[config.mk]
export PLATFORM = sky130hd
export DESIGN_NAME = pc_sequencer
export DESIGN_NICKNAME = d
export VERILOG_FILES = /design/src/rtl/pc_pkg.sv /design/src/rtl/pc_return_stack.sv /design/src/rtl/pc_sequencer.sv
export SDC_FILE = /design/constraint.sdc
export NUM_CORES = 1
export LEC_CHECK = 0
export CAP_MARGIN = 40
export CORE_MARGIN = 3
export CORE_UTILIZATION = 30
export CTS_CLUSTER_SIZE = 10
export DETAILED_ROUTE_END_ITERATION = 8
export DONT_BUFFER_PORTS = 1
export PLACE_DENSITY_LB_ADDON = 0.05
export SYNTH_ARGS = -nofsm -noshare
export SYNTH_HDL_FRONTEND = slang
export SYNTH_SLANG_ARGS = --single-unit
[constraint.sdc]
create_clock -name sysclk -period 2.6 [get_ports sysclk]
set_input_delay 0.26 -clock sysclk [delete_from_list [all_inputs] [get_ports sysclk]]
set_output_delay 0.26 -clock sysclk [all_outputs]
set_load 0.01 [all_outputs]
[src/rtl/pc_pkg.sv]
`default_nettype none
// ============================================================================
// Module      : pc_pkg
// Description : Shared definitions for the fetch sequencer. Holds the default
//               PC width and return-stack depth, the redirect opcode
//               encodings and the sequencer FSM state type.
// Revision    : 1.0 - initial release
// ============================================================================
package pc_pkg;

    localparam int DEF_PC_W        = 8;
    localparam int DEF_STACK_DEPTH = 4;

    // Redirect opcodes carried on br_op
    localparam logic [1:0] OP_JUMP   = 2'd0;
    localparam logic [1:0] OP_BRANCH = 2'd1;
    localparam logic [1:0] OP_CALL   = 2'd2;
    localparam logic [1:0] OP_RET    = 2'd3;

    typedef enum logic [1:0] {
        ST_IDLE   = 2'd0,
        ST_FETCH  = 2'd1,
        ST_HALTED = 2'd2
    } state_t;

endpackage : pc_pkg
`default_nettype wire

[src/rtl/pc_return_stack.sv]
`default_nettype none
// ============================================================================
// Module      : pc_return_stack
// Description : LIFO of STACK_DEPTH x PC_W return addresses.
//   sysclk, sysrst_n : clock, asynchronous active-low clear (empties stack)
//   push, din        : write din on top (dropped when full)
//   pop              : discard the top entry (ignored when empty)
//   dout             : current top entry (zero when empty)
//   full, empty      : occupancy flags
//   overflow         : push attempted while full (this cycle)
//   underflow        : pop attempted while empty (this cycle)
// Revision    : 1.0 - initial release
// ============================================================================
module pc_return_stack
    import pc_pkg::*;
#(
    parameter int PC_W        = DEF_PC_W,
    parameter int STACK_DEPTH = DEF_STACK_DEPTH
) (
    input  logic            sysclk,
    input  logic            sysrst_n,
    input  logic            push,
    input  logic            pop,
    input  logic [PC_W-1:0] din,
    output logic [PC_W-1:0] dout,
    output logic            full,
    output logic            empty,
    output logic            overflow,
    output logic            underflow
);

    localparam int c_PTR_W = (STACK_DEPTH > 1) ? $clog2(STACK_DEPTH) : 1;
    localparam int c_CNT_W = $clog2(STACK_DEPTH + 1);

    logic [c_CNT_W-1:0] r_count;
    logic [PC_W-1:0]    r_mem [STACK_DEPTH];
    logic [c_CNT_W-1:0] w_top;

    assign w_top     = r_count - c_CNT_W'(1);
    assign full      = (r_count == c_CNT_W'(STACK_DEPTH));
    assign empty     = (r_count == '0);
    assign dout      = empty ? '0 : r_mem[w_top[c_PTR_W-1:0]];
    assign overflow  = push && full;
    assign underflow = pop && empty;

    always_ff @(posedge sysclk or negedge sysrst_n) begin
        if (!sysrst_n) begin
            r_count <= '0;
            for (int i = 0; i < STACK_DEPTH; i++) begin
                r_mem[i] <= '0;
            end
        end else if (push && !full) begin
            r_mem[r_count[c_PTR_W-1:0]] <= din;
            r_count                     <= r_count + c_CNT_W'(1);
        end else if (pop && !empty) begin
            r_count <= r_count - c_CNT_W'(1);
        end
    end

endmodule : pc_return_stack
`default_nettype wire

[src/rtl/pc_sequencer.sv]
`default_nettype none
// ============================================================================
// Module      : pc_sequencer
// Description : Owns the program counter. IDLE/FETCH/HALTED FSM, next-PC
//               selection (redirect > stall > handshake increment > hold),
//               return stack for CALL/RET and a sticky stack error flag.
//   sysclk, sysrst_n : clock, asynchronous active-low reset
//   run, halt_req    : start/resume and stop requests
//   stall            : hold pc, suppress fetch_valid
//   fetch_ready      : instruction memory accepts pc
//   br_valid/op/target : redirect request from the decoder
//   pc, fetch_valid  : registered fetch address and its qualifier
//   running          : FSM is in FETCH
//   stack_err        : sticky return-stack overflow/underflow
// Revision    : 1.0 - initial release
// ============================================================================
module pc_sequencer
    import pc_pkg::*;
#(
    parameter int              PC_W        = DEF_PC_W,
    parameter int              STACK_DEPTH = DEF_STACK_DEPTH,
    parameter logic [PC_W-1:0] RESET_VEC   = '0
) (
    input  logic            sysclk,
    input  logic            sysrst_n,
    input  logic            run,
    input  logic            halt_req,
    input  logic            stall,
    input  logic            fetch_ready,
    input  logic            br_valid,
    input  logic [1:0]      br_op,
    input  logic [PC_W-1:0] br_target,
    output logic [PC_W-1:0] pc,
    output logic            fetch_valid,
    output logic            running,
    output logic            stack_err
);

    state_t          r_state;
    state_t          w_state_nxt;
    logic [PC_W-1:0] r_pc;
    logic [PC_W-1:0] w_pc_nxt;
    logic [PC_W-1:0] w_pc_inc;
    logic            r_stack_err;
    logic            w_push;
    logic            w_pop;
    logic [PC_W-1:0] w_stk_dout;
    logic            w_stk_full;
    logic            w_stk_empty;
    logic            w_stk_ovf;
    logic            w_stk_unf;

    assign w_pc_inc    = r_pc + PC_W'(1);
    assign pc          = r_pc;
    assign running     = (r_state == ST_FETCH);
    assign fetch_valid = (r_state == ST_FETCH) && !stall;
    assign stack_err   = r_stack_err;

    pc_return_stack #(
        .PC_W        (PC_W),
        .STACK_DEPTH (STACK_DEPTH)
    ) u_stack (
        .sysclk    (sysclk),
        .sysrst_n  (sysrst_n),
        .push      (w_push),
        .pop       (w_pop),
        .din       (w_pc_inc),
        .dout      (w_stk_dout),
        .full      (w_stk_full),
        .empty     (w_stk_empty),
        .overflow  (w_stk_ovf),
        .underflow (w_stk_unf)
    );

    always_ff @(posedge sysclk or negedge sysrst_n) begin
        if (!sysrst_n) begin
            r_state     <= ST_IDLE;
            r_pc        <= RESET_VEC;
            r_stack_err <= 1'b0;
        end else begin
            r_state     <= w_state_nxt;
            r_pc        <= w_pc_nxt;
            r_stack_err <= r_stack_err | w_stk_ovf | w_stk_unf;
        end
    end

    always_comb begin
        w_state_nxt = r_state;
        w_pc_nxt    = r_pc;
        w_push      = 1'b0;
        w_pop       = 1'b0;
        case (r_state)
            ST_IDLE: begin
                if (run) w_state_nxt = ST_FETCH;
            end
            ST_FETCH: begin
                // Halt only changes state; pc still follows the normal
                // priority, so a same-cycle redirect or handshake lands.
                if (halt_req) w_state_nxt = ST_HALTED;
                if (br_valid) begin
                    case (br_op)
                        OP_JUMP:   w_pc_nxt = br_target;
                        // Same-width add equals sign-extended add mod 2^PC_W.
                        OP_BRANCH: w_pc_nxt = r_pc + br_target;
                        OP_CALL: begin
                            w_push   = 1'b1;     // dropped by the stack if full
                            w_pc_nxt = br_target;
                        end
                        default: begin           // OP_RET
                            w_pop    = 1'b1;     // flagged as underflow if empty
                            w_pc_nxt = w_stk_empty ? w_pc_inc : w_stk_dout;
                        end
                    endcase
                end else if (stall) begin
                    w_pc_nxt = r_pc;
                end else if (fetch_ready) begin
                    w_pc_nxt = w_pc_inc;
                end
            end
            ST_HALTED: begin
                if (run) w_state_nxt = ST_FETCH;
            end
            default: w_state_nxt = ST_IDLE;
        endcase
    end

endmodule : pc_sequencer
`default_nettype wire

==> run metrics <==
IO Port Bufs 0; Clock Latency Late Sink a little over 300 ps; post-synthesis simple-gate area fraction 0.126; final setup margin 370 ps; DRC viols 0; Slew @ Worst Pin 575 ps; post-synthesis cell area 2680 um^2; Slew Viols, Final 0; Root Driver clkbuf_8; Chip Width between 100 and 150 um; initial antenna violation count 0; die area 10100 um^2; Ys Warns 0; Startpoint Class flop; Rel. slew slack 0.616; DRT Wirelength 7040 um; Critical Path End Type flop; GPL Wtd Cong a little under 0.8; DRT iter0 DRCs between 80 and 90; # placed instances 379; Pleak 1.31 nW; Synth Area in XOR/XNOR 0.0425; critical path arrival 2450 ps; CP max FO 3; drt first pass iters 4; post-synthesis adder-cell area fraction 0.0728; Slowest-stage cell, CP fa_1; Hold Crit Class in -> reg; Synth Flop Type dfrtp_1; Core Rows 33; Vias 2030; Tmin final 2230 ps; critical-path cell list ha_1 -> fa_1 -> a211oi_1 -> o21bai_1 -> a21oi_1 -> xnor2_1 -> a21oi_1 -> a211oi_1; non-filler instance count after layout 389; ANT cells 0; Max Freq 448 MHz; CTS max path bufs 2; H-tree depth 2; setup bufs post-CTS 0; worst setup slack after placement 369 ps; combinational family with the most area after synthesis compound AO/OA/AOI/OAI gates; Gate Count Post-Synth 273; final setup vio count 0; largest net degree at the start of global routing 47; post-CTS sizing 0; share of cells above drive strength 1 0.116; Avg WL per Cell 18.1 um; worst setup path class reg -> reg; antenna viol nets, final 0; Post-Route Setup TNS 0 ps; Vias/cell 5.22; Clk pin slew, worst setup/hold paths 110 ps; mux contribution to synthesized area 0.0966; vias in the first global route 2063; Total GRT Usage 0.150; PD cells 1110 nW/um^2; Mapped Nets 305; final setup skew 8.86 ps; Initial Util 0.317; first-pass GRT wire length about 12000 um; Power, Total 3.32 mW; Core Util, Final 0.352; RSZ-0062 raised after global routing false; flops & latches, synth 46; Final Cycle Share 0.858; die span in y 101 um; total CTS buffers 5; Async S/R FF share, synth 1.00; Hold Buf Count CTS 2; core area roughly 8500 um^2; Num Clock Sinks 46; grt ovf 0; max_cap viols 0; Max VDD drop 329 uV; CP peak stage delay 430 ps; complex-gate fraction of the synthesized area 0.198; Synth cell types between 40 and 50; Avg Inst Size Synth 9.82 um^2; Post-synth EDFFs 0; sequential element share of the synthesized area 0.429; HPWL Detailed 5160 um; nets 315; CTS tree done; boundary pin count 28; Req. time, crit path 2820 ps; Fin. Hold Viols 0; status complete, no violations; synth-to-layout area growth 11.0%
==> layer usage <==
layer | vias up | part of all wire | GRT usage
met2 | 30 | 0.47 | 0.238
met3 | 9 | 0.031 | 0.0249
met4 | 0 | 0.014 | 0.0456
li1 | 1015 | - | -
met1 | 976 | 0.49 | 0.209
met5 | - | 0 | 0
==> where the power goes <==
group	internal (mW)	total (mW)	switching, mW	leakage, nW
Clock	0.195	0.489	0.293	0.0447
Sequential	1.01	1.28	0.266	0.594
Combinational	0.711	1.55	0.837	0.676
Total	1.92	3.32	1.40	1.31
==> state kept, by name, summed over array words and instances (netlist names) <==
register and count:
u_stack.r_count 3, u_stack.r_mem 32, r_state 2, pc 8, stack_err 1
==> through the flow <==
step	hold WS (ps)	area, um^2
floorplan	-35.6	2680
global placement	-33.3	2850
detailed placement	-33.6	2850
CTS	18.6	2980
global route	18.3	2980
finish	24.8	2980
==> synth_stat cells (2+ instances only) <==
| cell | number | share of area |
|---|---|---|
| mux4_2 | 2 | 0.017 |
| a31oi_1 | 3 | 0.0070 |
| dfrtp_1 | 46 | 0.43 |
| o21ai_0 | 30 | 0.056 |
| xnor2_1 | 10 | 0.033 |
| inv_2 | 2 | 0.0028 |
| o21bai_1 | 2 | 0.0056 |
| nor2_1 | 16 | 0.022 |
| inv_1 | 9 | 0.013 |
| nand3_1 | 6 | 0.011 |
| buf_2 | 3 | 0.0056 |
| mux4_1 | 6 | 0.059 |
| mux2_2 | 5 | 0.021 |
| nand2_1 | 44 | 0.062 |
| o31ai_1 | 2 | 0.0056 |
| clkbuf_1 | 5 | 0.0070 |
| xor2_1 | 3 | 0.0098 |
| nor3_1 | 5 | 0.0093 |
| a221oi_1 | 5 | 0.016 |
| a21oi_1 | 15 | 0.028 |
| o21ai_1 | 12 | 0.022 |
| a211oi_1 | 4 | 0.011 |
| nand2b_1 | 2 | 0.0047 |
| ha_1 | 14 | 0.065 |
| a21o_1 | 4 | 0.011 |
==> critical path, delay by kind of cell, from the launching register on <==
kind	cells	cell delay, ps
AO/OA/AOI/OAI	5	950
adder cells (fa/ha/maj)	2	650
flip-flops	1	390
XOR/XNOR	1	140
==> layout by cell type, fill, tap and decap left out, types with 3 or more instances in the layout <==
| cell type | netlist | final |
|---|---|---|
| a211oi_1 | 4 | 4 |
| a21o_1 | 4 | 4 |
| a21oi_1 | 15 | 15 |
| a221oi_1 | 5 | 5 |
| a31oi_1 | 3 | 3 |
| buf_4 | 0 | 11 |
| clkbuf_8 | 0 | 5 |
| dfrtp_1 | 46 | 46 |
| ha_1 | 14 | 14 |
| inv_1 | 9 | 9 |
| mux2_2 | 5 | 5 |
| mux4_1 | 6 | 6 |
| nand2_1 | 44 | 44 |
| nand3_1 | 6 | 6 |
| nor2_1 | 16 | 16 |
| nor3_1 | 5 | 5 |
| o21ai_0 | 30 | 30 |
| o21ai_1 | 12 | 12 |
| xnor2_1 | 10 | 10 |
| xor2_1 | 3 | 3 |
==> cell type report <==
class / count / area [um^2]
fill: 884 / 5490
tap: 105 / 131
clock buffer: 5 / 68.8
clock inverter: 3 / 25.0
inverter: 11 / 41.3
timing repair buffer: 13 / 120
multi-input combinational: 206 / 1440
sequential: 46 / 1150
==> final timing paths <==
check,start,to,slack (ps),depth (start not counted)
max,pc[0]$_DFFE_PN0P_,pc[6]$_DFFE_PN0P_,370,8
min,halt_req,r_state[0]$_DFFE_PN0P_,20,1
max reg2reg,pc[0]$_DFFE_PN0P_,pc[6]$_DFFE_PN0P_,370,8
min reg2reg,u_stack.r_mem[7]$_DFFE_PN0P_,u_stack.r_mem[7]$_DFFE_PN0P_,480,2
max in group asynchronous,sysrst_n,u_stack.r_mem[22]$_DFFE_PN0P_,1920,2
min in group asynchronous,sysrst_n,u_stack.r_mem[8]$_DFFE_PN0P_,460,2
==> kinds of logic after synthesis <==
group           after synthesis
compound gates               87
mux                          13
simple gates                 78
buf+inv                      21
xor+xnor                     13
fa+ha+maj                    15
flops                        46
(Power assumes the default switching activity.)
